[config.mk]
export PLATFORM = sky130hd
export DESIGN_NAME = decouple_lvl
export DESIGN_NICKNAME = d
export VERILOG_FILES = /design/src/rtl/decouple_lvl.sv
export SDC_FILE = /design/constraint.sdc
export NUM_CORES = 1
export LEC_CHECK = 0
export ABC_AREA = 1
export ABC_CLOCK_PERIOD_IN_PS = 2250
export CORE_MARGIN = 2
export CORE_UTILIZATION = 48
export CTS_BUF_LIST = sky130_fd_sc_hd__clkbuf_2
export CTS_CLUSTER_DIAMETER = 60
export CTS_CLUSTER_SIZE = 10
export DETAILED_ROUTE_END_ITERATION = 6
export GPL_TIMING_DRIVEN = 0
export PLACE_DENSITY = 0.86
export SLEW_MARGIN = 20
export SYNTH_ARGS = -nofsm -noshare
export SYNTH_HDL_FRONTEND = slang
export SYNTH_SLANG_ARGS = --single-unit
[constraint.sdc]
create_clock -name clk -period 2.25 [get_ports clk]
set_input_delay 0.3375 -clock clk [delete_from_list [all_inputs] [get_ports clk]]
set_output_delay 0.3375 -clock clk [all_outputs]
set_load 0.005 [all_outputs]
[src/rtl/decouple_lvl.sv]
// -----------------------------------------------------------------------------
// decouple_lvl
//
// Decoupling buffer for a DTI link. A circular buffer of DEPTH entries
// (any DEPTH >= 1, not restricted to powers of two) breaks the combinational
// valid/ready/data path between producer and consumer. It also provides a
// synchronous flush, an occupancy count and a programmable almost-full flag.
//
// Ports
//   clk          clock, all state updates on the rising edge
//   rst          synchronous active-high reset (priority over flush)
//   flush        synchronous discard of every stored word
//   din_data     input side data          (DTI consumer side)
//   din_valid    input side valid
//   din_ready    input side ready: space available and not flushing
//   dout_data    output side data, head of the buffer (DTI producer side)
//   dout_valid   output side valid: buffer not empty and not flushing
//   dout_ready   output side ready from the downstream consumer
//   level        number of stored words, 0..DEPTH
//   almost_full  high when level >= AF_THRESH
// -----------------------------------------------------------------------------
module decouple_lvl #(
   parameter int            DEPTH      = 2,
   parameter int            DIN        = 16,
   parameter logic [DIN-1:0] INIT      = '0,
   parameter int            INIT_VALID = 0,
   parameter int            AF_THRESH  = DEPTH,
   localparam int           CW         = $clog2(DEPTH + 1),
   localparam int           PW         = (DEPTH > 1) ? $clog2(DEPTH) : 1
) (
   input  logic           clk,
   input  logic           rst,
   input  logic           flush,
   input  logic [DIN-1:0] din_data,
   input  logic           din_valid,
   output logic           din_ready,
   output logic [DIN-1:0] dout_data,
   output logic           dout_valid,
   input  logic           dout_ready,
   output logic [CW-1:0]  level,
   output logic           almost_full
);

   logic [DIN-1:0] mem_q [DEPTH];
   logic [DIN-1:0] mem_d [DEPTH];
   logic [PW-1:0]  w_ptr_q, w_ptr_d;
   logic [PW-1:0]  r_ptr_q, r_ptr_d;
   logic [CW-1:0]  cnt_q,   cnt_d;
   logic           wr_s;
   logic           rd_s;

   // Explicit wrap at DEPTH-1 so non-power-of-two depths work.
   function automatic logic [PW-1:0] ptr_inc(input logic [PW-1:0] p);
      if (p == PW'(DEPTH - 1)) begin
         return {PW{1'b0}};
      end else begin
         return p + PW'(1);
      end
   endfunction

   // Handshake-visible outputs; both sides are blocked while flushing.
   always_comb begin
      din_ready   = (cnt_q < CW'(DEPTH)) & ~flush;
      dout_valid  = (cnt_q != {CW{1'b0}}) & ~flush;
      dout_data   = mem_q[r_ptr_q];
      level       = cnt_q;
      almost_full = (cnt_q >= CW'(AF_THRESH));
      wr_s        = din_valid & din_ready;
      rd_s        = dout_valid & dout_ready;
   end

   // Next-state for storage, pointers and occupancy.
   always_comb begin
      mem_d   = mem_q;
      w_ptr_d = w_ptr_q;
      r_ptr_d = r_ptr_q;
      cnt_d   = cnt_q;
      if (flush) begin
         w_ptr_d = {PW{1'b0}};
         r_ptr_d = {PW{1'b0}};
         cnt_d   = {CW{1'b0}};
      end else begin
         if (wr_s) begin
            mem_d[w_ptr_q] = din_data;
            w_ptr_d        = ptr_inc(w_ptr_q);
         end else begin
            w_ptr_d = w_ptr_q;
         end
         if (rd_s) begin
            r_ptr_d = ptr_inc(r_ptr_q);
         end else begin
            r_ptr_d = r_ptr_q;
         end
         // Simultaneous read and write leaves the count unchanged.
         case ({wr_s, rd_s})
            2'b10:   cnt_d = cnt_q + CW'(1);
            2'b01:   cnt_d = cnt_q - CW'(1);
            default: cnt_d = cnt_q;
         endcase
      end
   end

   // State register; reset optionally comes up holding one INIT word.
   always_ff @(posedge clk) begin
      if (rst) begin
         r_ptr_q <= {PW{1'b0}};
         if (INIT_VALID != 0) begin
            mem_q[0] <= INIT;
            cnt_q    <= CW'(1);
            w_ptr_q  <= PW'(1 % DEPTH);
         end else begin
            cnt_q    <= {CW{1'b0}};
            w_ptr_q  <= {PW{1'b0}};
         end
      end else begin
         mem_q   <= mem_d;
         w_ptr_q <= w_ptr_d;
         r_ptr_q <= r_ptr_d;
         cnt_q   <= cnt_d;
      end
   end

endmodule
# Word level (Yosys, flattened, before mapping)
# Index checks and enable logic that the tools add are counted.
[word_totals] ff_bits=36 latchBits=0 mem_bits_rw=0 mem_bits_ro=0 inputBits=21 output_inout_bits=21 wordCells=38 n_memories=0
[classes] add_sub_neg=4 multipliers=0 div=0 n_lt_le_gt_ge=5 n_eq_ne=2 shift=0 mux=9 n_bitwise=8 reduce_logical=5
[op_table] cell="16-bit 2-to-1 mux" n=4
[op_table] cell="32-bit bitwise mux" n=1
[op_table] cell="16-bit demux with 1-bit select" n=1
[op_table] cell="2-bit greater-or-equal comparator, second input constant" n=3
[op_table] cell="1-bit AND" n=4
[op_table] cell="1-bit NOT with 2-bit output" n=2
[op_table] cell="2-bit case mux with 2 select lines" n=1
[op_table] cell="2-bit nonzero test" n=2
[op_table] cell="3-bit AND reduction" n=1
[op_table] cell="1-bit adder, second input constant" n=2
[op_table] cell="2-bit by 1-bit adder with 2-bit output, second input constant" n=1
[op_table] cell="2-bit by 1-bit equality test with 1-bit output, second input constant" n=1
[op_table] cell="2-bit equality test, second input constant" n=1
[op_table] cell="2-bit by 1-bit less-than comparator with 1-bit output, second input constant" n=1
[op_table] cell="2-bit less-than comparator, second input constant" n=1
[op_table] cell="1-bit 2-to-1 mux" n=2
[op_table] cell="1-bit NOT" n=2
[op_table] cell="2-bit OR reduction" n=1
[op_table] cell="2-bit by 1-bit subtractor with 2-bit output, second input constant" n=1
[op_table] cell="1-bit logical AND" n=1

# Longest topological paths before layout
[logic_depth] depth_word=6 ltp_mapped=10 ltp_nobuf=10

# Worst setup path after synthesis
# Ideal clock, no wire load.
[synth_timing] kind="register to register" from="register cnt_q[1] (netlist: level[1])" to="register mem_q[0] (netlist name), enable pin" setup_time_ps=387 t_arrival_ps=1299 setup_slack_ps=564 path_stages_with_launch=4 path_buffers=0 path_cell_list="dfxtp_1 -> nor2_2 -> nand2_2 -> nor3_2"
[synth_between] elab_chain_cells=4
[synth_rtl] item="start, declared" line="48" text="logic [CW-1:0] cnt_q, cnt_d;"
[synth_rtl] item="start signal, assigned" line="112" text="cnt_q <= {CW{1'b0}};"
[synth_rtl] item="start signal, assigned" line="119" text="cnt_q <= cnt_d;"
[synth_rtl] item="2-bit less-than comparator" line="63" text="din_ready = (cnt_q < CW'(DEPTH)) & ~flush;"
[synth_rtl] item="1-bit AND" line="63"
[synth_rtl] item="named net din_ready" line="36" text="output logic din_ready,"
[synth_rtl] item="1-bit AND" line="68" text="wr_s = din_valid & din_ready;"
[synth_rtl] item="3-bit AND reduction (no source line)"
[synth_rtl] item="end signal, assigned" line="116" text="mem_q <= mem_d;"
[synth_rtl] item="end, declared" line="44" text="logic [DIN-1:0] mem_q [DEPTH];"
# The timed path passes the listed nets, and every way through them passes these cells.
# A chain may end at the register's enable or synchronous reset.

# Final worst setup path
[layout_timing] from="register r_ptr_q" to="output dout_data[2]"
[layout_between] elab_chain_cells=4
[layout_rtl] item="start, declared" line="47" text="logic [PW-1:0] r_ptr_q, r_ptr_d;"
[layout_rtl] item="start signal, assigned" line="106" text="r_ptr_q <= {PW{1'b0}};"
[layout_rtl] item="start signal, assigned" line="118" text="r_ptr_q <= r_ptr_d;"
[layout_rtl] item="1-bit NOT with 2-bit output (not written as such)" line="65" text="dout_data = mem_q[r_ptr_q];"
[layout_rtl] item="16-bit 2-to-1 mux (not written as such) (3 in series)" line="65"
[layout_rtl] item="end, declared" line="37" text="output logic [DIN-1:0] dout_data,"
# No other way between the ends. The select of a mux whose other input is x is not followed.

==> impl_metrics.env <==
export IMPL_status="finished with violations"
export IMPL_failed_checks="DRC"
export IMPL_die_x_microns=58.8
export IMPL_period_needed_ps=2100
export IMPL_drc=3
export IMPL_vias=1024
export IMPL_finalWirelength_microns=2830
export IMPL_fin_tns_setup_ps=0
export IMPL_area_growth_syn_to_layout_pct=36.7
export IMPL_cts_max_path_buffers=2
export IMPL_rsz0062_at_grt="false"
export IMPL_antenna_found_initial=0
export IMPL_place_gp_congestion=0.678
export IMPL_rows=19
export IMPL_grt_pass1_vias=1058
export IMPL_leakagePower_nw=0.772
export IMPL_fp_dieH_microns=58.8
export IMPL_yosysSeqAreaShare_pct=72.2
export IMPL_drv_cap=0
export IMPL_syn_area_sq_um=1440
export IMPL_syn_inst=124
export IMPL_relSlewSlack_pct=47.8
export IMPL_vias_per_cell=5.02
export IMPL_drtIter0Drc=44
export IMPL_synth_distinct_cells=20
export IMPL_clk_latency_ps=380
export IMPL_nets=194
export IMPL_utilization_pct=70.2
export IMPL_maxSlewViolCount=0
export IMPL_synth_nets=146
export IMPL_drive_gt1_share_pct=12.1
export IMPL_peakVddDrop_mv=0.361
export IMPL_cts_root_buf="clkbuf_2"
export IMPL_num_antenna_cells=0
export IMPL_grt_overflow=0
export IMPL_fmax_mhz=477
export IMPL_io_pins=42
export IMPL_ys_ff_latch=36
export IMPL_path_clk_slew_ps=170
export IMPL_grt_total_usage_pct=18.6
export IMPL_end_kind="output pin"
export IMPL_dp_hpwl_microns=2060
export IMPL_ant_nets=0
export IMPL_worst_pin_slew_ps=780
export IMPL_cts_hold_buffers=0
export IMPL_numCtsBuffers=5
export IMPL_required_ps=1910
export IMPL_clock_skew_final_ps=12.7
export IMPL_initial_core_util_pct=51.4
export IMPL_cts_tree="yes"
export IMPL_p_per_area_nw_per_um2=634
export IMPL_port_buffers=41
export IMPL_hold_viol_final=0
export IMPL_ctsHtreeMaxLevel=2
export IMPL_drt_first_pass_iters=6
export IMPL_yosys_warnings=0
export IMPL_wl_per_cell_microns=13.9
export IMPL_nFillCells=224
export IMPL_dieArea_sq_um=3460
export IMPL_critPathMaxFanout=10
export IMPL_reg2reg_slack_ps=530
export IMPL_grt_pass1_wl_microns=4570
export IMPL_cts_setup_buffers=0
export IMPL_synth_avg_cell_area_sq_um=11.6
export IMPL_crit_arrival_ps=1760
export IMPL_path_class="reg -> out"
export IMPL_setup_viol=0
export IMPL_hold_path_class="in -> reg"
export IMPL_start_kind="flop"
export IMPL_fin_crit_sh_pct=93.2
export IMPL_coreArea_sq_um=2810
export IMPL_grt_max_degree=17
export IMPL_clkSinkCount=36
==> power breakdown <==
group          leakage, nW  total (W)  switching (W)  internal [W]
clock               0.0430   0.000400       0.000209      0.000191
combinational        0.406   0.000104      0.0000430     0.0000611
sequential           0.323   0.000745     0.00000490      0.000740
==> worst paths after layout <==
path / cells after the start / startpoint / to
hold reg to reg: 2 / w_ptr_q / w_ptr_q
setup / recovery: 6 / r_ptr_q / dout_data[2]
hold / removal: 1 / din_data[11] / mem_q[27]
setup reg to reg: 3 / level[1] / mem_q[16]
==> flip-flops by register name (all words and copies together), names as in the netlist <==
signal	count
level	2
mem_q	32
r_ptr_q	1
w_ptr_q	1
==> cell usage in the layout, fill, tap and decap left out, drive strengths merged, types with 2 or more instances in the layout <==
cell,synthesis,final
nand2,56,56
buf,3,3
nand4,2,2
nor2,8,8
inv,9,9
clkdlybuf4s50,0,41
dfxtp,4,4
nor3,3,3
a21oi,2,2
edfxtp,32,32
clkbuf,1,7
==> synth_stat cells (all sizes together) <==
| library cell | n | share of area (%) |
|---|---|---|
| inv | 9 | 2.9 |
| a21oi | 2 | 0.69 |
| dfxtp | 4 | 5.6 |
| nand2 | 56 | 15 |
| nand3 | 1 | 0.69 |
| nand4 | 2 | 0.87 |
| ha | 1 | 0.87 |
| clkbuf | 1 | 0.26 |
| o21ai | 1 | 0.61 |
| buf | 3 | 1.4 |
| nor3 | 3 | 1.7 |
| edfxtp | 32 | 67 |
| xor2 | 1 | 0.61 |
| nor2 | 8 | 2.3 |
==> repair_timing <==
item / in CTS / in global routing
hold endpoints to repair: 0 / 0
resized for setup: 0 / 2
endpoints found under the setup margin: 0 / 9
==> worst max-delay path, cell delays in order (launching register included) <==
cell and delay (ps):
dfxtp_1 340, buf_4 170, inv_8 80, buf_4 160, nand2_1 70, nand2_1 60, clkdlybuf4s50_1 490
==> cells by family after synthesis <==
group / Yosys count / share of synthesized area, %
AO/OA/AOI/OAI: 3 / 1.30
AND/OR/NAND/NOR: 70 / 20.5
XOR/XNOR: 1 / 0.608
adder cells (fa/ha/maj): 1 / 0.868
buffers and inverters: 13 / 4.51
flip-flops: 36 / 72.2
==> stage by stage <==
step	power (W)	instances	cell area, sq um	setup WS, ps	hold WS (ps)
finish	0.00125	204	1970	154	512
global placement	0.000856	196	1890	-226	514
CTS	0.00126	204	1970	72.5	482
floorplan	0.000789	124	1440	564	414
detailed placement	0.000864	196	1900	27.3	575
global route	0.00130	204	1970	7.11	487
==> final cells by class <==
type                    count  area [sq um]  area share, %
flip-flops and latches     36          1040           52.8
multi-input cells          75           348           17.7
inverters                   9          41.3           2.10
plain buffers               4          26.3           1.33
clock inverters             2          35.0           1.78
repair buffers             41           410           20.8
well taps                  31          38.8           1.97
clock buffers               6          30.0           1.52
==> per-layer routing <==
layer / track usage [%] / vias up / part of all wire, %
li1: - / 502 / -
met5: 0 / - / 0
met2: 33.3 / 36 / 52
met3: 7.47 / 5 / 7.9
met1: 19.4 / 481 / 39
met4: 6.82 / 0 / 1.3
Note: power is estimated with default switching activity, not from simulation.
